$ cat config.mk
export PLATFORM = sky130hd
export DESIGN_NAME = multi_cycle_riscv
export DESIGN_NICKNAME = d
export VERILOG_FILES = /design/src/rtl/riscv_pkg.sv /design/src/rtl/core_regfile.sv /design/src/rtl/multi_cycle_riscv.sv
export SDC_FILE = /design/constraint.sdc
export NUM_CORES = 2
export LEC_CHECK = 0
export BUFFER_PORTS_ARGS = -buffer_cell sky130_fd_sc_hd__buf_2
export CELL_PAD_IN_SITES_DETAIL_PLACEMENT = 0
export CELL_PAD_IN_SITES_GLOBAL_PLACEMENT = 1
export CORE_ASPECT_RATIO = 1.75
export CORE_MARGIN = 10
export CORE_UTILIZATION = 57
export DETAILED_ROUTE_END_ITERATION = 7
export GPL_ROUTABILITY_DRIVEN = 0
export MAX_ROUTING_LAYER = met4
export PLACE_DENSITY_LB_ADDON = 0.1
export SETUP_SLACK_MARGIN = 0.3
export SLEW_MARGIN = 20
export SYNTH_ARGS = -nofsm -noshare
export SYNTH_HDL_FRONTEND = slang
export SYNTH_SLANG_ARGS = --single-unit
export TNS_END_PERCENT = 100
$ cat constraint.sdc
create_clock -name clock -period 7.85 [get_ports clock]
set_input_delay 0.785 -clock clock [delete_from_list [all_inputs] [get_ports clock]]
set_output_delay 0.785 -clock clock [all_outputs]
set_load 0.03 [all_outputs]
$ cat src/rtl/riscv_pkg.sv
// Shared constants for the multi-cycle mini RV32I core:
// opcodes, ALU control codes, FSM state codes and the ALU decoder.
package riscv_pkg;

    localparam logic [6:0] OP_R   = 7'b0110011;
    localparam logic [6:0] OP_I   = 7'b0010011;
    localparam logic [6:0] OP_LW  = 7'b0000011;
    localparam logic [6:0] OP_SW  = 7'b0100011;
    localparam logic [6:0] OP_BEQ = 7'b1100011;
    localparam logic [6:0] OP_JAL = 7'b1101111;

    typedef logic [2:0] alu_ctl_t;
    localparam alu_ctl_t ALU_ADD = 3'd0;
    localparam alu_ctl_t ALU_SUB = 3'd1;
    localparam alu_ctl_t ALU_AND = 3'd2;
    localparam alu_ctl_t ALU_OR  = 3'd3;
    localparam alu_ctl_t ALU_SLT = 3'd4;

    typedef logic [2:0] state_t;
    localparam state_t BOOT   = 3'd0;
    localparam state_t FETCH  = 3'd1;
    localparam state_t DECODE = 3'd2;
    localparam state_t EXEC   = 3'd3;
    localparam state_t MEM    = 3'd4;
    localparam state_t WB     = 3'd5;
    localparam state_t HALT   = 3'd6;

    // Only R-type selects via funct3/funct7; everything else adds.
    function automatic alu_ctl_t alu_decode(
        input logic       is_r,
        input logic [2:0] f3,
        input logic       f7b5
    );
        if (!is_r) return ALU_ADD;
        case (f3)
            3'b000:  return f7b5 ? ALU_SUB : ALU_ADD;
            3'b010:  return ALU_SLT;
            3'b110:  return ALU_OR;
            3'b111:  return ALU_AND;
            default: return ALU_ADD;
        endcase
    endfunction

endpackage

$ cat src/rtl/core_regfile.sv
// Register file: two combinational read ports, one synchronous write port.
// x0 and (for NREGS=16) indices >= 16 read as zero and drop writes.
module core_regfile #(
    parameter int XLEN  = 32,
    parameter int NREGS = 32
) (
    input  logic            clock,
    input  logic            reset,
    input  logic            we,
    input  logic [4:0]      waddr,
    input  logic [XLEN-1:0] wdata,
    input  logic [4:0]      raddr1,
    input  logic [4:0]      raddr2,
    output logic [XLEN-1:0] rdata1,
    output logic [XLEN-1:0] rdata2
);

    localparam int IW = $clog2(NREGS);

    logic [XLEN-1:0] regs [NREGS];

    logic wr_ok;
    logic rd1_ok;
    logic rd2_ok;

    assign wr_ok  = (waddr != 5'd0) && (NREGS == 32 || !waddr[4]);
    assign rd1_ok = (raddr1 != 5'd0) && (NREGS == 32 || !raddr1[4]);
    assign rd2_ok = (raddr2 != 5'd0) && (NREGS == 32 || !raddr2[4]);

    assign rdata1 = rd1_ok ? regs[raddr1[IW-1:0]] : '0;
    assign rdata2 = rd2_ok ? regs[raddr2[IW-1:0]] : '0;

    // Clear on reset, otherwise a single guarded write per cycle.
    always_ff @(posedge clock) begin
        if (reset) begin
            for (int i = 0; i < NREGS; i++) regs[i] <= '0;
        end else if (we && wr_ok) begin
            regs[waddr[IW-1:0]] <= wdata;
        end
    end

endmodule

$ cat src/rtl/multi_cycle_riscv.sv
// Multi-cycle RV32I subset core on one shared req/ack memory port.
// Optional macro ILLEGAL_HALT_EN: unknown opcodes stop the core in HALT.
module multi_cycle_riscv
    import riscv_pkg::*;
#(
    parameter int              XLEN     = 32,
    parameter int              NREGS    = 32,
    parameter logic [XLEN-1:0] RESET_PC = '0
) (
    input  logic            clock,
    input  logic            reset,
    output logic            mem_req,
    output logic            mem_we,
    output logic [XLEN-1:0] mem_addr,
    output logic [XLEN-1:0] mem_wdata,
    input  logic [XLEN-1:0] mem_rdata,
    input  logic            mem_ack,
    output logic            retire,
    output logic [XLEN-1:0] pc_out,
    output logic            halted
);

    state_t          state;
    logic [XLEN-1:0] pc;
    logic [XLEN-1:0] ipc;
    logic [XLEN-1:0] instr;
    logic [XLEN-1:0] a_q;
    logic [XLEN-1:0] b_q;
    logic [XLEN-1:0] alu_q;
    logic [XLEN-1:0] mdr;

    logic [6:0] opcode;
    logic [4:0] rd;
    logic [4:0] rs1;
    logic [4:0] rs2;

    assign opcode = instr[6:0];
    assign rd     = instr[11:7];
    assign rs1    = instr[19:15];
    assign rs2    = instr[24:20];

    logic is_r, is_i, is_lw, is_sw, is_beq, is_jal, is_known;

    assign is_r     = opcode == OP_R;
    assign is_i     = opcode == OP_I;
    assign is_lw    = opcode == OP_LW;
    assign is_sw    = opcode == OP_SW;
    assign is_beq   = opcode == OP_BEQ;
    assign is_jal   = opcode == OP_JAL;
    assign is_known = is_r | is_i | is_lw | is_sw | is_beq | is_jal;

    logic [XLEN-1:0] rd1;
    logic [XLEN-1:0] rd2;
    logic            rf_we;
    logic [XLEN-1:0] rf_wdata;

    assign rf_we    = state == WB;
    assign rf_wdata = is_lw ? mdr : alu_q;

    core_regfile #(
        .XLEN  (XLEN),
        .NREGS (NREGS)
    ) u_rf (
        .clock  (clock),
        .reset  (reset),
        .we     (rf_we),
        .waddr  (rd),
        .wdata  (rf_wdata),
        .raddr1 (rs1),
        .raddr2 (rs2),
        .rdata1 (rd1),
        .rdata2 (rd2)
    );

    // Immediate generator: I by default, S/B/J by opcode.
    logic [XLEN-1:0] imm;
    always_comb begin
        imm = {{20{instr[31]}}, instr[31:20]};
        unique case (1'b1)
            is_sw:   imm = {{20{instr[31]}}, instr[31:25], instr[11:7]};
            is_beq:  imm = {{19{instr[31]}}, instr[31], instr[7],
                            instr[30:25], instr[11:8], 1'b0};
            is_jal:  imm = {{11{instr[31]}}, instr[31], instr[19:12],
                            instr[20], instr[30:21], 1'b0};
            default: ;
        endcase
    end

    alu_ctl_t        alu_ctl;
    logic [XLEN-1:0] opb;
    logic [XLEN-1:0] alu_res;

    assign alu_ctl = alu_decode(is_r, instr[14:12], instr[30]);
    assign opb     = is_r ? b_q : imm;

    // ALU: addresses for lw/sw fall out of the ADD default.
    always_comb begin
        alu_res = a_q + opb;
        case (alu_ctl)
            ALU_SUB: alu_res = a_q - opb;
            ALU_AND: alu_res = a_q & opb;
            ALU_OR:  alu_res = a_q | opb;
            ALU_SLT: alu_res = {{(XLEN-1){1'b0}},
                                $signed(a_q) < $signed(opb)};
            default: ;
        endcase
    end

    logic [XLEN-1:0] pc_next4;
    assign pc_next4 = pc + 32'd4;

    // Main FSM and datapath registers; reset aborts any pending access.
    always_ff @(posedge clock) begin
        if (reset) begin
            state <= BOOT;
            pc    <= RESET_PC;
            ipc   <= RESET_PC;
            instr <= '0;
            a_q   <= '0;
            b_q   <= '0;
            alu_q <= '0;
            mdr   <= '0;
        end else begin
            case (state)
                BOOT: state <= FETCH;
                FETCH: begin
                    ipc <= pc;
                    if (mem_ack) begin
                        instr <= mem_rdata;
                        state <= DECODE;
                    end
                end
                DECODE: begin
                    a_q <= rd1;
                    b_q <= rd2;
                    if (is_known) begin
                        state <= EXEC;
                    end else begin
`ifdef ILLEGAL_HALT_EN
                        state <= HALT;
`else
                        pc    <= pc_next4;
                        state <= FETCH;
`endif
                    end
                end
                EXEC: begin
                    alu_q <= is_jal ? pc_next4 : alu_res;
                    if (is_beq) begin
                        pc    <= (a_q == b_q) ? pc + imm : pc_next4;
                        state <= FETCH;
                    end else if (is_jal) begin
                        pc    <= pc + imm;
                        state <= WB;
                    end else if (is_lw || is_sw) begin
                        state <= MEM;
                    end else begin
                        state <= WB;
                    end
                end
                MEM: begin
                    if (mem_ack) begin
                        if (is_sw) begin
                            pc    <= pc_next4;
                            state <= FETCH;
                        end else begin
                            mdr   <= mem_rdata;
                            state <= WB;
                        end
                    end
                end
                WB: begin
                    if (!is_jal) pc <= pc_next4;
                    state <= FETCH;
                end
                HALT: state <= HALT;
                default: state <= BOOT;
            endcase
        end
    end

    assign mem_req   = (state == FETCH) || (state == MEM);
    assign mem_we    = (state == MEM) && is_sw;
    assign mem_addr  = (state == MEM) ? alu_q : pc;
    assign mem_wdata = b_q;

    // ipc tracks the in-flight instruction once jal has moved pc.
    assign pc_out = (state == BOOT || state == FETCH || state == HALT)
                  ? pc : ipc;

`ifdef ILLEGAL_HALT_EN
    assign halted = state == HALT;
    assign retire = (state == WB)
                  | ((state == EXEC) & is_beq)
                  | ((state == MEM) & is_sw & mem_ack);
`else
    assign halted = 1'b0;
    assign retire = (state == WB)
                  | ((state == EXEC) & is_beq)
                  | ((state == MEM) & is_sw & mem_ack)
                  | ((state == DECODE) & ~is_known);
`endif

endmodule
==> metrics.txt <==
status=finished, final reports clean; syn avg cell area=12.4 sq um; worst-margin pin slew=1260 ps; Max Used Layer=met4; Setup CP Type=flop to flop; Pint=11.1 mW; relative slew slack=0.162; leak pwr=24.7 nW; Max clock buf depth=3; Total Neg Setup Slack=0 ps; sequential share of power=0.513; post-layout util=0.630; Met2 Wirelength=123000 um; Cells after Synth=5557; Post-synth EDFFs=1024; Required @ worst endpoint=8470 ps; dpl hpwl=156000 um; Num CTS Buffers=115; Port Buffers=133; Mapped Area=68900 sq um; Die H=480 um; Residual DRC=0; hold_buf cts=0; crit path to=alu_q[27]; GR Util All Layers=0.369; Crit Path Max Fanout=11; first-pass GRT wire length=345000 um; Yosys warnings=0; Worst Setup End Kind=flop; Switching Share=0.251; drt pass-1 iters=5; Gate power share=0.108; Clock Skews=29.1 ps; Clock power frac=0.380; Die X=283 um; final setup fails=0; final hold violations=0; Seq cells post-synth=1261; FF-to-FF End=alu_q[27]; Distinct cells, synth=81; drt initial violations=5854; Area Overhead vs Synth=9.69%; NumNets Final=5650; Net Sw Power=3.71 mW; CP startpoint=instr[1]; Clock Sinks=1261; final wirelength=243000 um; worst-skew pair later-pin latency=750 ps; sequential fraction of the synthesis area=0.515; RSZ-0062 raised after global routing=no; Final period util=0.774; vias in the first global route=50100; crit path DAT=6690 ps; vias=49800; reg2reg path depth=16; via/cell ratio=7.00; wire length per cell=34.1 um; achievable clock frequency=165 MHz; largest net degree at the start of global routing=125; max-slew violations=0; P per Cell Area=196 nW/um^2; CTS tree=done; Reg2Reg Setup Slack=1780 ps; initial core utilization=0.575; antenna violations before repair=2; Tmin final=6070 ps; min-delay worst type=input pin to flop; post-route ant nets=0; die area=136000 sq um; startpoint types=flop; I/O pins=135; Max Cap Viol=0; post-CTS setup buffer count=0; IR drop worst, VDD=0.174 mV; Most used DFF post-synth=edfxtp_1; clk root buf=clkbuf_16; clock transition at the registers of the reported paths=70 ps; row count=168; metal3 WL=23800 um; share of layout cells above drive strength 1=0.234; total gr overflow=0; Core Area=120000 sq um; H-tree levels=3; Post-synth ARST share=0; FF-to-FF Start=instr[1]; met1 wire length=73900 um; PostCTS Resize Cnt=0
[worst max-delay path, stage by stage (launching register included)]
cell	delay, ps
dfxtp_1	380
nand4bb_1	270
nor3_2	940
nor2_1	80
nor2_1	190
inv_1	90
ha_1	390
nor3_1	290
o31ai_1	170
a31o_2	270
a211oi_1	860
a31oi_1	440
o41ai_1	710
or2_2	270
xnor2_1	120
a221oi_1	90
a2111oi_0	390
[per-layer routing]
metal	global-route usage	vias up
met3	0.0619	946
met2	0.608	3322
met5	-	-
met1	0.392	25000
li1	-	20500
met4	0.282	0
[cell usage in the layout (no fill, tap or decap), types with 23 or more instances in the layout]
master / count
mux2i_4: 25
clkinv_2: 23
nand3_1: 37
nor2b_1: 24
edfxtp_1: 1024
nand2_1: 338
o21ai_0: 123
inv_1: 121
conb_1: 33
clkbuf_16: 119
buf_4: 130
xnor2_1: 83
nor3_1: 47
nor2_1: 1261
a21o_1: 47
a211oi_1: 28
a221oi_1: 23
mux2i_1: 75
nand2b_2: 28
clkinv_1: 23
nand2_2: 29
mux4_2: 640
dfxtp_1: 227
ha_1: 129
mux2_2: 58
buf_2: 132
a21oi_1: 298
[final cells by class]
class / count / area, sq um
multi-input combinational: 3692 / 31700
sequential: 1261 / 35500
antenna: 1 / 2.50
timing repair buffer: 292 / 2300
clock inverter: 75 / 611
inverter: 121 / 454
clock buffer: 140 / 3030
tap: 1530 / 1910
fill: 9205 / 44300
[state kept, by name, summed over array words and instances (netlist names), named ones only]
signal / flops
a_q: 32
ipc: 32
alu_q: 32
pc: 32
mem_wdata: 32
mdr: 32
instr: 32
state: 3
u_rf.regs: 1024
[power by group through the flow]
stage	Sequential, mW	Clock [mW]	Combinational, mW
2_1_floorplan	7.64	0	1.06
3_3_place_gp	7.70	0	1.55
6_report	7.59	5.62	1.59
5_1_grt	7.61	5.88	1.65
3_5_place_dp	7.73	0	1.55
4_1_cts	7.58	5.65	1.56
[worst min-delay path by stage]
stage	from	to	slack [ps]	cells after the start
after CTS	mem_rdata[27]	mdr[27]	250	3
after global placement	ipc[25]	ipc[25]	440	2
after floorplan	alu_q[3]	alu_q[3]	430	2
after detailed placement	ipc[6]	ipc[6]	440	2
final	mem_rdata[27]	instr[27]	280	3
after global routing	mem_rdata[28]	instr[28]	290	3
[synthesized netlist by cell type (5+ instances only)]
library cell,n,share of area
nor2b_1,24,0.0022
a22oi_1,10,0.0011
xnor2_1,84,0.011
a221o_1,11,0.0016
nor4_1,13,0.0012
o221ai_1,13,0.0017
a21o_1,47,0.0051
and3_1,15,0.0014
o21a_1,18,0.0020
o211ai_1,16,0.0017
a2111oi_0,11,0.0014
nor2_1,1265,0.069
buf_1,61,0.0033
nand2_1,367,0.020
a31oi_1,15,0.0014
o31ai_1,9,0.00098
a31o_2,5,0.00064
mux2i_1,107,0.016
nor3b_1,5,0.00055
clkbuf_1,439,0.024
o21bai_1,11,0.0012
nor3_1,50,0.0036
and2_1,11,0.0010
nand3_1,39,0.0028
or2_2,11,0.0010
buf_2,13,0.00094
dfxtp_1,237,0.069
nand4_1,21,0.0019
o21ai_0,123,0.0089
nand2b_1,51,0.0046
ha_1,129,0.023
mux4_2,640,0.21
inv_1,121,0.0066
a211oi_1,28,0.0031
xor2_1,20,0.0025
or4_1,8,0.00087
a41oi_1,5,0.00064
edfxtp_1,1024,0.45
o22ai_1,14,0.0013
a21oi_1,299,0.022
o41ai_1,7,0.00089
a221oi_1,23,0.0029
or3_1,11,0.0010
a311oi_1,6,0.00076
mux2_2,58,0.0095
[stage by stage]
step,setup slack (ps),cells,instance area (sq um),hold WS (ps),power (mW)
floorplan,3120,5589,69000,427,8.70
global placement,2150,6873,71300,439,9.25
detailed placement,2030,6875,71400,444,9.28
CTS,2010,7090,75000,249,14.8
global route,1530,7112,75500,294,15.1
finish,1780,7112,75500,285,14.8
[kinds of logic after synthesis]
kind of cell    share of synthesized area
simple gates                        0.113
flops                               0.515
mux                                 0.234
compound gates                     0.0648
buf+inv                            0.0351
fa+ha+maj                          0.0243
xor+xnor                           0.0132
other cells                     0.0000545
(Power assumes the default switching activity.)
